File: src/rtl/load_store_unit.sv
// Load/store unit: MEM-stage memory access over a req/ack data bus with
// IDLE/BUSY/DONE sequencing, byte/half/word lanes, ack timeout and faults.
// Ports: clk, rst (async, active low); MemReadM/MemWriteM/funct3M/
//   ALUResultM/rd2M in; ReadDataM/StallM/MemFaultM out;
//   bus_req/bus_we/bus_addr/bus_wdata/bus_be out; bus_ack/bus_rdata in.
// Param TIMEOUT_CYCLES: BUSY cycles to wait for bus_ack before faulting.
// Macro LSU_MISALIGN_TRAP_EN: fault misaligned half/word accesses
//   instead of silently ignoring the low address bits.
module load_store_unit #(
  parameter int TIMEOUT_CYCLES = 16
) (
  input  logic        clk,
  input  logic        rst,
  input  logic        MemReadM,
  input  logic        MemWriteM,
  input  logic [2:0]  funct3M,
  input  logic [31:0] ALUResultM,
  input  logic [31:0] rd2M,
  output logic [31:0] ReadDataM,
  output logic        StallM,
  output logic        MemFaultM,
  output logic        bus_req,
  output logic        bus_we,
  output logic [31:0] bus_addr,
  output logic [31:0] bus_wdata,
  output logic [3:0]  bus_be,
  input  logic        bus_ack,
  input  logic [31:0] bus_rdata
);

  localparam int CW = $clog2(TIMEOUT_CYCLES + 1);

  typedef enum logic [1:0] {
    IDLE,
    BUSY,
    DONE
  } state_t;

  state_t        state;
  logic [CW-1:0] cnt;
  logic [1:0]    size_q;
  logic          uns_q;
  logic [1:0]    ofs_q;

  logic          req;
  logic [1:0]    sz;
  logic          bad;
  logic          mis;
  logic [3:0]    be_n;
  logic [31:0]   wd_n;
  logic [7:0]    lane_b;
  logic [15:0]   lane_h;
  logic [31:0]   ld_val;

  assign req = MemReadM | MemWriteM;
  assign sz  = funct3M[1:0];
  assign bad = (sz == 2'b11) ||
               (sz == 2'b10 && funct3M[2]);

`ifdef LSU_MISALIGN_TRAP_EN
  assign mis = (sz == 2'b01 && ALUResultM[0]) ||
               (sz == 2'b10 && ALUResultM[1:0] != 2'b00);
`else
  assign mis = 1'b0;
`endif

  // Stall is combinational so the pipeline freezes in the request cycle.
  assign StallM = rst &
                  ((state == IDLE && req) || state == BUSY);

  always_comb begin
    be_n = 4'b1111;
    wd_n = rd2M;
    unique case (1'b1)
      sz == 2'b00: begin
        be_n = 4'b0001 << ALUResultM[1:0];
        wd_n = {4{rd2M[7:0]}};
      end
      sz == 2'b01: begin
        be_n = 4'b0011 << {ALUResultM[1], 1'b0};
        wd_n = {2{rd2M[15:0]}};
      end
      default: begin
        be_n = 4'b1111;
        wd_n = rd2M;
      end
    endcase
  end

  always_comb begin
    lane_b = 8'(bus_rdata >> {ofs_q, 3'b000});
    lane_h = ofs_q[1] ? bus_rdata[31:16]
                      : bus_rdata[15:0];
    ld_val = bus_rdata;
    unique case (1'b1)
      size_q == 2'b00:
        ld_val = {{24{~uns_q & lane_b[7]}}, lane_b};
      size_q == 2'b01:
        ld_val = {{16{~uns_q & lane_h[15]}}, lane_h};
      default:
        ld_val = bus_rdata;
    endcase
  end

  always_ff @(posedge clk or negedge rst) begin
    if (!rst) begin
      state     <= IDLE;
      cnt       <= '0;
      size_q    <= 2'b00;
      uns_q     <= 1'b0;
      ofs_q     <= 2'b00;
      bus_req   <= 1'b0;
      bus_we    <= 1'b0;
      bus_addr  <= '0;
      bus_wdata <= '0;
      bus_be    <= '0;
      ReadDataM <= '0;
      MemFaultM <= 1'b0;
    end else begin
      MemFaultM <= 1'b0;
      unique case (state)
        IDLE: begin
          if (req) begin
            if (bad || mis) begin
              state     <= DONE;
              MemFaultM <= 1'b1;
            end else begin
              state     <= BUSY;
              cnt       <= '0;
              bus_req   <= 1'b1;
              // Both strobes high resolves to a store.
              bus_we    <= MemWriteM;
              bus_addr  <= {ALUResultM[31:2], 2'b00};
              bus_wdata <= wd_n;
              bus_be    <= be_n;
              size_q    <= sz;
              uns_q     <= funct3M[2];
              ofs_q     <= ALUResultM[1:0];
            end
          end
        end
        BUSY: begin
          if (bus_ack) begin
            state   <= DONE;
            bus_req <= 1'b0;
            if (!bus_we) ReadDataM <= ld_val;
          end else if (cnt == CW'(TIMEOUT_CYCLES - 1)) begin
            state     <= DONE;
            bus_req   <= 1'b0;
            MemFaultM <= 1'b1;
            if (!bus_we) ReadDataM <= '0;
          end else begin
            cnt <= cnt + 1'b1;
          end
        end
        DONE: begin
          state <= IDLE;
          cnt   <= '0;
        end
        default: state <= IDLE;
      endcase
    end
  end

endmodule

File: config.mk
export PLATFORM = sky130hd
export DESIGN_NAME = load_store_unit
export DESIGN_NICKNAME = d
export VERILOG_FILES = /design/src/rtl/load_store_unit.sv
export SDC_FILE = /design/constraint.sdc
export NUM_CORES = 1
export LEC_CHECK = 0
export ABC_AREA = 1
export CAP_MARGIN = 10
export CORE_MARGIN = 4
export CORE_UTILIZATION = 25
export DETAILED_ROUTE_END_ITERATION = 12
export PLACE_DENSITY = 0.55
export SYNTH_ARGS = -nofsm -noshare
export SYNTH_HDL_FRONTEND = slang
export SYNTH_SLANG_ARGS = --single-unit
File: constraint.sdc
create_clock -name clk -period 1.7 [get_ports clk]
set_input_delay 0.255 -clock clk [delete_from_list [all_inputs] [get_ports clk]]
set_output_delay 0.255 -clock clk [all_outputs]
set_load 0.05 [all_outputs]
; ---- Word-level counts from Yosys, hierarchy flattened
; Cells that the tools add are included.
[word_totals]
wordCells = 79
inputBits = 104
out_inout_bits = 104
ff_bits = 113
[classes]
muxes = 28
addsub = 1
bitwise_logic = 6
n_reduce_logical = 15
eq_ne = 14
n_shift = 3
[ops]
columns = operator, count
row1 = 32-bit two-way mux, 4
row2 = 32-bit one-hot mux with 2 select lines, 2
row3 = 32-bit by 5-bit right shift with 8-bit output, 1
row4 = 5-bit two-way mux, 4
row5 = 16-bit two-way mux, 1
row6 = 5-bit one-hot mux with 3 select lines, 1
row7 = 2-bit != test (second input constant), 6
row8 = 1-bit two-way mux, 8
row9 = 2-bit two-way mux, 4
row10 = 4-bit one-hot mux with 2 select lines, 1
row11 = 4-bit AND reduction, 2
row12 = 2-bit by 1-bit == test with 1-bit output (second input constant), 3
row13 = 2-bit == test (second input constant), 3
row14 = 2-bit logical NOT, 3
row15 = 5-bit by 1-bit adder with 5-bit output (second input constant), 1
row16 = 5-bit by 4-bit == test with 1-bit output (second input constant), 1
row17 = 5-bit AND reduction, 1
row18 = 1-bit one-hot mux with 2 select lines, 2
row19 = 2-bit one-hot mux with 2 select lines, 1
row20 = 2-bit nonzero test, 2
row21 = 1-bit by 2-bit << shifter with 4-bit output (first input constant), 1
row22 = 2-bit by 2-bit << shifter with 4-bit output (first input constant), 1
row23 = 1-bit AND, 3
row24 = 3-bit by 2-bit != test with 1-bit output (second input constant), 1
row25 = 7 further kinds, 10

; ---- Depth between registers and ports, before layout
; Gate-level depths: netlist of run 1.
[depth]
word_depth = 6
depth_mapped = 11
ltp_nobuf = 11

; ---- Worst setup path before layout of run 1
; OpenSTA, ideal clock, no wires.
[synth_path]
path_type = flip-flop to output port
from = reg state[1]
to = out StallM
stages_incl_launch_ff = 4
t_arrival_ns = 1.850
t_required_ns = 1.445
path_slack_ns = -0.405
cell_sequence = dfrtp_1 nor2_2 o21ai_2 a21boi_0
[synth_between]
elab_chain_len = 4
[synth_lines]
columns = item, line
row1 = start: declaration, 39  ; state_t state;
row2 = start signal: assignment, 107  ; state <= IDLE;
row3 = start signal: assignment, 125  ; state <= DONE;
row4 = start signal: assignment, 128  ; state <= BUSY;
row5 = 2-bit logical NOT, 69  ; ((state == IDLE && req) || state == BUSY);
row6 = 1-bit logical AND, 69
row7 = 1-bit logical OR *, 69
row8 = 1-bit AND *, 68  ; assign StallM = rst &
row9 = end: declaration, 20  ; output logic StallM,
; Mark *: on every way between the ends. The rest lies on a longest branch, timed or not.

; ---- Worst setup path after layout of run 1
[layout_path]
from = reg state[0]
to = out StallM
; Same word-level chain as after synthesis.

==> results of run 1 <==
==> state kept, by name, indices dropped and copies added (netlist names), 2 cells and up <==
signal / cells
size_q: 2
cnt: 5
bus_wdata: 32
ofs_q: 2
state: 2
ReadDataM: 32
bus_be: 4
bus_addr: 30
==> worst register-to-register path: stages, from the launching register on <==
cell     delay (ns)
dfrtp_1        0.36
ha_2           0.19
nand2_2        0.07
nor2_4         0.11
ha_4           0.16
nor2_4         0.05
nor3_4         0.13
inv_2          0.11
buf_12         0.15
buf_12         0.13
nand2_2        0.06
nand2_2        0.05
==> report_power, final <==
group | switching (uW) | internal [uW] | total [uW]
sequential | 814 | 3880 | 4700
clock | 1320 | 2430 | 3750
combinational | 6880 | 3250 | 10100
total | 9010 | 9560 | 18600
==> cells in the final DEF (no fill, tap or decap), types with 2 or more instances in the layout <==
master           instances
clkinv_4                 4
o21ai_1                 33
a21oi_1                 44
buf_12                   9
o22ai_1                  2
o21ai_0                 27
nand2_4                  6
nor2_1                  18
inv_2                    5
a22o_1                   8
o21ai_2                  6
nand3_1                 29
inv_6                    2
buf_4                  134
clkinvlp_4               2
nand2_2                 17
clkdlybuf4s50_1        102
nor2_4                   6
clkbuf_16               19
dfrtp_1                112
clkbuf_8                 3
conb_1                   2
nand3_2                 10
a31oi_1                  2
nand2_1                242
bufinv_16                3
inv_1                   31
inv_4                    3
or2_2                    9
==> path summary, 6_finish.rpt <==
kind                                     start            end  slack, ns
worst max-delay path                  state[0]         StallM       0.01
worst min-delay path            ALUResultM[31]   bus_addr[31]       0.38
worst max register to register          cnt[0]  ReadDataM[23]       0.02
worst min register to register     bus_addr[4]    bus_addr[4]       0.48
max in group asynchronous                  rst       state[1]       0.72
min in group asynchronous                  rst         cnt[3]       0.54
==> stage by stage <==
stage / hold WS (ns) / power, uW
2_1_floorplan: -0.0406 / 11500
3_3_place_gp: 0.451 / 14700
3_5_place_dp: 0.438 / 14700
4_1_cts: 0.356 / 18700
5_1_grt: 0.368 / 19700
6_report: 0.377 / 18600
==> cells by family after synthesis <==
group	synth area share, %
AO/OA/AOI/OAI	12.7
other	0.0678
XOR/XNOR	0.158
flip-flops	51.1
buffers and inverters	8.19
adder cells (fa/ha/maj)	0.452
AND/OR/NAND/NOR	27.4
==> cell type report <==
cell class | count | area [sq um]
timing repair buffer | 248 | 2270
multi-input combinational | 473 | 2370
fill | 2221 | 13200
sequential | 113 | 2830
clock buffer | 21 | 470
tap | 280 | 350
inverter | 40 | 163
clock inverter | 11 | 154
==> metal layers <==
layer	global-route usage, %	vias to the layer above
li1	-	2591
met5	0	-
met3	6.50	13
met1	18.9	2343
met4	3.26	0
met2	21.6	185
==> timing repair <==
item                                    4_1_cts  5_1_grt
hold endpoints to repair                      3        0
gates cloned                                  0        2
setup buffers                                 1        1
pin swaps                                     3        8
endpoints found under the setup margin       30       39
hold buffers                                  1        0
resized for setup                             7       25
==> out/results.ini, run 1 <==
[cts]
clock_tree.buffer_depth = 2
clkSinkCount = 113
clk-insertion-delay-late_ns = 0.41
path_clk_slew_ns = 0.06
cts_tree = yes
cts_max_level = 4
numCtsBuffers = 17
cts-root-buf = clkbuf_16

[sta]
relSlewSlack_pct = 57.7
setup_ws_ns = 0.0111
max_freq_mhz = 592
setup_tns_ns = 0
rsz0062_at_grt = yes
period_share_pct = 99.3
hold_viol_final = 0
skew_ns = 0.00891
slew_violations = 0
fin_crit_ns = 1.69
setup_viol = 0
tightestPinTransition_ns = 0.634

[global_route]
antenna_found_initial = 0
grt_max_degree = 114
grt_usage_pct = 14.3
grt-ovfl-total = 0
grt_pass1_vias = 5221
grt_pass1_wl_um = 27600

[logic_synthesis]
netlist_instances = 664
synth_top_area_share_pct = 51.1
syn_area_sq_mm = 0.00553
synth-main-ff-cell = dfrtp_1
synth-edff-count = 0
synth_warnings = 0
ys_async_sr_fraction_pct = 100
ys_ff_latch = 113
synthDistinctLibCells = 38
ys_seq_area_share_pct = 51.1
synthTopCellsByCount = nand2_1 (258), dfrtp_1 (113), a21oi_1 (44)
netlist_top_cells_area = dfrtp_1 (51%), nand2_1 (18%), a21oi_1 (4.0%)
avgSynthCellArea_sq_um = 8.33
yosys.area.top_type = dfrtp_1
synth_most_common_cell = nand2_1

[place]
place_area_sq_mm = 0.00780
gp_congestion = 0.807
io_buffers = 205
preCtsSetupSlack_ns = -0.0949
dpl.hpwl_um = 12900
numPlacedInstances = 1150

[critical_path]
critPathKind = flip-flop to output pin
end_kind = output pin
cp_num_buf_inv = 3
critPathArrivalTime_ns = 1.43
worst-path-stages = 5
start_kind = flip-flop
crit_chain = inv_2 > nor2_4 > inv_4 > a21boi_4 > buf_12
cp_top_family = flip-flops
critPathRequiredTime_ns = 1.44
critPathMaxStageDelay_ns = 0.41
cp_max_fo = 5
crit_slowest_cell = dfrtp_1
r2r_cells = 11

[floorplan]
die_x_um = 157
die_y_um = 157
die_area_sq_mm = 0.0246
row_count = 54
coreArea_sq_mm = 0.0218
start_util_pct = 25.4
ios = 208

[min_path]
hold_class = primary input to flip-flop
min_path_cells = 3

[layout]
final_core_util_pct = 39.4
fin_nets = 999
final_cells = 1186
area_delta_synth_final_pct = 55.5
final_area_sq_mm = 0.00860
drive_above_1_share_pct = 27.4
diodes = 0

[detailed_routing]
drt-met1-wl_um = 7940
routed_wl_um = 17700
drt_first_pass_iters = 4
route.met3.wl_um = 1910
highest_layer = met4
vias_per_cell = 4.33
drc = 0
drtIter0Drc = 326
vias = 5132
drt.antenna.violating_nets = 0
wl_per_cell_um = 14.9
dr_wl_met2_um = 7670

[flow_run]
drv_cap = 0

[status]
outcome = complete, no violations

[power]
peakVddDrop_uv = 993
power.density_mw_per_mm2 = 2160
power_leakage_uw = 0.00424

(Power assumes the default switching activity.)
==> run 2, diff against run 1 <==
==> constraint.sdc (replaced) <==
create_clock -name clk -period 1.7 [get_ports clk]
set_input_delay 0.17 -clock clk [delete_from_list [all_inputs] [get_ports clk]]
set_output_delay 0.17 -clock clk [all_outputs]
set_load 0.05 [all_outputs]
==> run 2 against run 1 <==
The run now ends with negative setup slack left; non-clock buffer count shrank 3; via count is 1.4% higher; sequential share of layout area is essentially flat; sequential power fell by 1%; global-route usage increased by 0.20 points; clock skew shrank 0.0016 ns; clock power grew 9.3%; flip-flop and latch count unchanged; final cell count decreased by 0.17%; highest routed layer unchanged.
==> out/results.ini, run 2 (synthesized netlist as in run 1, its figures left out) <==
[global_route]
met1_usage_pct = 19.2  ; +0.23 points
grt_usage_pct = 14.5  ; +0.20 points
grt_util_met2_pct = 22.1  ; +0.43 points
grtUsageMet3_pct = 5.75  ; -0.75 points
grt_max_degree = 114  ; unchanged
grt-ovfl-total = 0  ; unchanged
busiest_layer = met2
grt_pass1_wl_um = 28000  ; +1.4%
antenna_found_initial = 0  ; unchanged
grt_pass1_vias = 5242  ; +0.40%

[sta]
slew_violations = 0  ; unchanged
setup_ws_ns = -0.0736  ; -0.0847 ns
relSlewSlack_pct = 55.5  ; -2.3 points
rsz0062_at_grt = yes
max_freq_mhz = 564  ; -4.8%
hold_viol_final = 0  ; unchanged
fin_crit_ns = 1.77  ; +0.0847 ns
tightestPinTransition_ns = 0.668  ; +0.0342 ns
period_share_pct = 104  ; +5.0 points
setup_viol = 31  ; +31
skew_ns = 0.00730  ; -0.00161 ns

[layout]
diodes = 0  ; unchanged
fin_nets = 997  ; -0.20%
mostFrequentLayoutCell = nand2_1
final_cell_mix = nand2_1 (246), dfrtp_1 (111), clkdlybuf4s50_1 (102)
final_core_util_pct = 39.5  ; +0.063 points
drive_above_1_share_pct = 21.8  ; -5.6 points
area_delta_synth_final_pct = 55.7
top_regs = ReadDataM (32), bus_wdata (32), bus_addr (30)
final_area_sq_mm = 0.00862  ; +0.16%
fillers = 2278  ; +2.6%
final_cells = 1184  ; -0.17%

[detailed_routing]
routed_wl_um = 18000  ; +2.1%
wl_per_cell_um = 15.2  ; +2.3%
drtIter0Drc = 280  ; -14%
vias = 5203  ; +1.4%
vias_per_cell = 4.39  ; +1.6%
drc = 0  ; unchanged
drt_first_pass_iters = 4  ; unchanged
drt.antenna.violating_nets = 0  ; unchanged

[cts]
numCtsBuffers = 17  ; unchanged
path_clk_slew_ns = 0.05  ; about the same
cts_max_level = 4  ; unchanged
cts-root-buf = clkbuf_16
clock_tree.buffer_depth = 2  ; unchanged
clkSinkCount = 113  ; unchanged
clk-insertion-delay-late_ns = 0.42  ; about the same
cts_tree = yes

[floorplan]
row_count = 54  ; unchanged
ios = 208  ; unchanged
start_util_pct = 25.4  ; unchanged
die_x_um = 157  ; unchanged
coreArea_sq_mm = 0.0218  ; unchanged
die_area_sq_mm = 0.0246  ; unchanged
die_y_um = 157  ; unchanged

[min_path]
hold_class = primary input to flip-flop

[power]
p_total_uw = 18700  ; +0.61%
power_leakage_uw = 0.00429  ; +1.1%
peakVddDrop_uv = 1050  ; +6.2%
power.density_mw_per_mm2 = 2170  ; +0.45%

[critical_path]
start_kind = flip-flop
critPathKind = flip-flop to flip-flop
end_kind = flip-flop
critPathRequiredTime_ns = 2.00  ; +0.56 ns
critPathArrivalTime_ns = 2.07  ; +0.64 ns
cp_max_fo = 11  ; +6

[place]
gp_congestion = 0.803  ; -0.46%
dpl.hpwl_um = 13000  ; +0.28%
numPlacedInstances = 1143  ; -0.61%
place_area_sq_mm = 0.00783  ; +0.43%
io_buffers = 205  ; unchanged

[flow_run]
drv_cap = 0  ; unchanged

[status]
violations = negative setup slack
outcome = finished with violations

run 2: cell count changes in the layout (fill, tap and decap cells not counted), sizes merged:
| cell | previous run | this run |
|---|---|---|
| buf | 143 | 96 |
| bufinv | 3 | 7 |
| clkbuf | 23 | 22 |
| clkinv | 5 | 2 |
| dlygate4sd2 | 0 | 46 |
| inv | 41 | 40 |
run 2: per-stage QoR:
step / TNS, ns / setup slack (ns) / hold WS, ns
finish: -1.67 / -0.0736 / 0.286
global route: -4.55 / -0.168 / 0.292
CTS: -0.160 / -0.0606 / 0.275
detailed placement: -0.997 / -0.0713 / 0.357
global placement: -0.342 / -0.0444 / 0.359
floorplan: 0 / 0.0404 / -0.126
run 2: critical path, cell delays in order, from the launching register on:
cell and delay (ns):
dfrtp_1 0.35, ha_2 0.19, nand2_2 0.06, nor2_2 0.11, ha_2 0.25, nor2_4 0.06, nor3_4 0.17, bufinv_8 0.23
buf_12 0.14, nand2_1 0.05, nand2_1 0.05
run 2: path summary, 6_finish.rpt:
path,endpoint,slack (ns),startpoint,depth (start not counted)
max,ReadDataM[23],-0.07,cnt[1],10
min,bus_addr[7],0.29,ALUResultM[7],3
max reg2reg,ReadDataM[23],-0.07,cnt[1],10
min reg2reg,bus_addr[9],0.47,bus_addr[9],2
max in group asynchronous,state[1],0.80,rst,3
min in group asynchronous,ReadDataM[15],0.44,rst,3
run 2: cell type report:
cell class,count,area (sq um),area share (%)
inverters,40,174,2.02
clock buffers,22,464,5.39
repair buffers,245,2250,26.1
well taps,280,350,4.07
clock inverters,10,205,2.38
flip-flops and latches,113,2830,32.8
repair inverters,1,6.26,0.0726
multi-input cells,473,2340,27.2
run 2: timing repair:
item,in CTS,in global routing
setup endpoints to repair,73,37
pin swaps,2,14
hold buffers,1,0
buffers inserted,2,6
cloned,1,0
gates resized for setup,55,21
endpoints found under the hold margin,113,0
run 2: per-layer routing:
metal / part of all wire, % / vias to the layer above
li1: - / 2585
met1: 45 / 2425
met2: 44 / 180
met3: 9.8 / 13
met4: 1.1 / 0
met5: 0 / -
run 2: power by group:
part,total [uW],switching [uW],internal [uW],leakage (uW)
Combinational,9940,6900,3040,0.00255
Sequential,4650,762,3890,0.00142
Clock,4100,1280,2820,0.000320
==> run 3, diff against run 2 <==
CORE_ASPECT_RATIO = 1.75   (was unset)
==> run 3 against run 2 <==
Clock skew increased by 0.0035 ns; clock power fell by 8.0%; the run still ends with negative setup slack left; via count down 1.7%; worst hold slack got worse by 0.00078 ns; non-clock buffer count is 2 higher; global-route usage is 0.61 points higher; first-iteration DRC count increased by 4.6%; worst setup slack better by 0.036 ns.
==> out/results.ini, run 3 (synthesized netlist as in run 1, its figures left out) <==
[critical_path]
crit_slowest_cell = dfrtp_1
r2r_slack_ns = -0.04  ; +0.04 ns
cp_num_buf_inv = 0  ; -2
critPathArrivalTime_ns = 2.09  ; +0.02 ns
start_kind = flip-flop
crit_chain = ha_2 > nand2_2 > nor2_4 > ha_4 > o21ai_0 > nand3_1 > a21oi_4 > a21oi_1 > nor2_1
timing.rr.start = cnt[0]
worstSetupStartpoint = cnt[0]
critPathMaxStageDelay_ns = 0.38  ; +0.03 ns
cp_top_family = compound AO/OA/AOI/OAI gates
cp_max_fo = 6  ; -5
end_kind = flip-flop
critPathRequiredTime_ns = 2.05  ; +0.05 ns
critPathKind = flip-flop to flip-flop

[status]
outcome = finished with violations
violations = negative setup slack

[power]
power.density_mw_per_mm2 = 2150  ; -0.70%
peakVddDrop_uv = 1180  ; +12%
power_leakage_uw = 0.00427  ; -0.26%
p_total_uw = 18500  ; -0.86%

[floorplan]
die_x_um = 120  ; -23%
die_area_sq_mm = 0.0247  ; +0.38%
coreArea_sq_mm = 0.0217  ; -0.68%
die_y_um = 205  ; +31%
start_util_pct = 25.5  ; +0.17 points
ios = 208  ; unchanged
row_count = 71  ; +31%

[cts]
clkSinkCount = 113  ; unchanged
cts_max_level = 4  ; unchanged
numCtsBuffers = 17  ; unchanged
cts-root-buf = clkbuf_16
path_clk_slew_ns = 0.06  ; about the same
clock_tree.buffer_depth = 2  ; unchanged
cts_tree = yes
clk-insertion-delay-late_ns = 0.42  ; about the same

[sta]
max_freq_mhz = 576  ; +2.1%
slew_violations = 0  ; unchanged
hold_viol_final = 0  ; unchanged
tightestPinTransition_ns = 0.677  ; +0.00865 ns
relSlewSlack_pct = 54.9  ; -0.58 points
setup_ws_ns = -0.0376  ; +0.0360 ns
fin_crit_ns = 1.74  ; -0.0360 ns
period_share_pct = 102  ; -2.1 points
rsz0062_at_grt = yes
setup_viol = 4  ; -87%
skew_ns = 0.0108  ; +0.00345 ns

[layout]
drive_above_1_share_pct = 22.8  ; +0.97 points
regArea_sq_mm = 0.00283  ; about the same
mostFrequentLayoutCell = nand2_1
final_cells = 1197  ; +1.1%
final_cell_mix = nand2_1 (255), dfrtp_1 (112), clkdlybuf4s50_1 (102), buf_4 (102), a21oi_1 (44)
fin_nets = 998  ; +0.10%
area_delta_synth_final_pct = 55.5
diodes = 0  ; unchanged
fillers = 2250  ; -1.2%
multiInputGateArea_sq_mm = 0.00232  ; -0.69%
top_regs = ReadDataM (32), bus_wdata (32), bus_addr (30)

[place]
preCtsSetupSlack_ns = -0.0710  ; +0.000299 ns
dpl.hpwl_um = 13800  ; +6.5%
gp_congestion = 0.823  ; +2.5%
io_buffers = 205  ; unchanged
numPlacedInstances = 1157  ; +1.2%

[detailed_routing]
drt.antenna.violating_nets = 0  ; unchanged
routed_wl_um = 19000  ; +5.1%
vias_per_cell = 4.27  ; -2.7%
wl_per_cell_um = 15.8  ; +3.9%
drtIter0Drc = 293  ; +4.6%
drt_first_pass_iters = 4  ; unchanged
drc = 0  ; unchanged
vias = 5117  ; -1.7%

[min_path]
hold_start = ALUResultM[28]
hold_class = primary input to flip-flop

[global_route]
grt-ovfl-total = 0  ; unchanged
grt_usage_pct = 15.1  ; +0.61 points
grt_pass1_vias = 5094  ; -2.8%
grt_max_degree = 114  ; unchanged
grt_pass1_wl_um = 28400  ; +1.4%
antenna_found_initial = 0  ; unchanged

[flow_run]
drv_cap = 0  ; unchanged

-- run 3: power by group --
part	switching, uW	total [uW]	internal [uW]	leakage [uW]
registers	725	4610	3880	0.00142
logic	6990	10100	3160	0.00255
clock network	1290	3770	2480	0.000308
total	9000	18500	9530	0.00427
-- run 3: routing by layer --
| metal | GRT usage [%] | routed length (um) | up-vias |
|---|---|---|---|
| li1 | - | - | 2593 |
| met1 | 16.1 | 7070 | 2359 |
| met2 | 27.5 | 10400 | 151 |
| met3 | 4.89 | 1130 | 14 |
| met4 | 5.75 | 352 | 0 |
| met5 | 0 | 0 | - |
-- run 3: timing repair --
| item | in CTS | in global routing |
|---|---|---|
| pin swaps | 2 | 2 |
| hold buffers | 1 | 0 |
| gates cloned | 0 | 3 |
| endpoints found under the hold margin | 113 | 0 |
| endpoints found under the setup margin | 41 | 26 |
| resized for setup | 38 | 11 |
| buffers inserted | 0 | 4 |
-- run 3: final cells by class --
type / count / area share [%]
clock inverter: 10 / 1.51
multi-input combinational: 473 / 27.0
tap: 292 / 4.25
clock buffer: 22 / 5.75
timing repair buffer: 247 / 26.7
sequential: 113 / 32.9
inverter: 40 / 1.92
-- run 3: path summary, 6_finish.rpt --
| kind | to | depth (start not counted) |
|---|---|---|
| setup / recovery | cnt[2] | 9 |
| hold / removal | bus_addr[28] | 3 |
| setup reg to reg | cnt[2] | 9 |
| hold reg to reg | bus_req | 2 |
| max in group asynchronous | ReadDataM[19] | 3 |
| min in group asynchronous | bus_wdata[30] | 3 |
-- run 3: metrics by stage --
step	hold slack, ns	util, %	instance area, sq um	TNS (ns)
after floorplan	-0.126	-	5540	0
after global placement	0.338	36.1	7830	-0.174
after detailed placement	0.344	36.1	7830	-0.989
after CTS	0.253	39.0	8460	-0.0809
after global routing	0.272	39.7	8600	-0.930
final	0.285	39.7	8600	-0.0724
-- run 3: worst reg2reg max path: cells and delay by family (launching register included) --
kind | cells | cell delay, ns
AOI/OAI and AO/OA | 3 | 0.53
and+or+nand+nor | 4 | 0.40
DFF | 1 | 0.38
adders and majority gates | 2 | 0.36
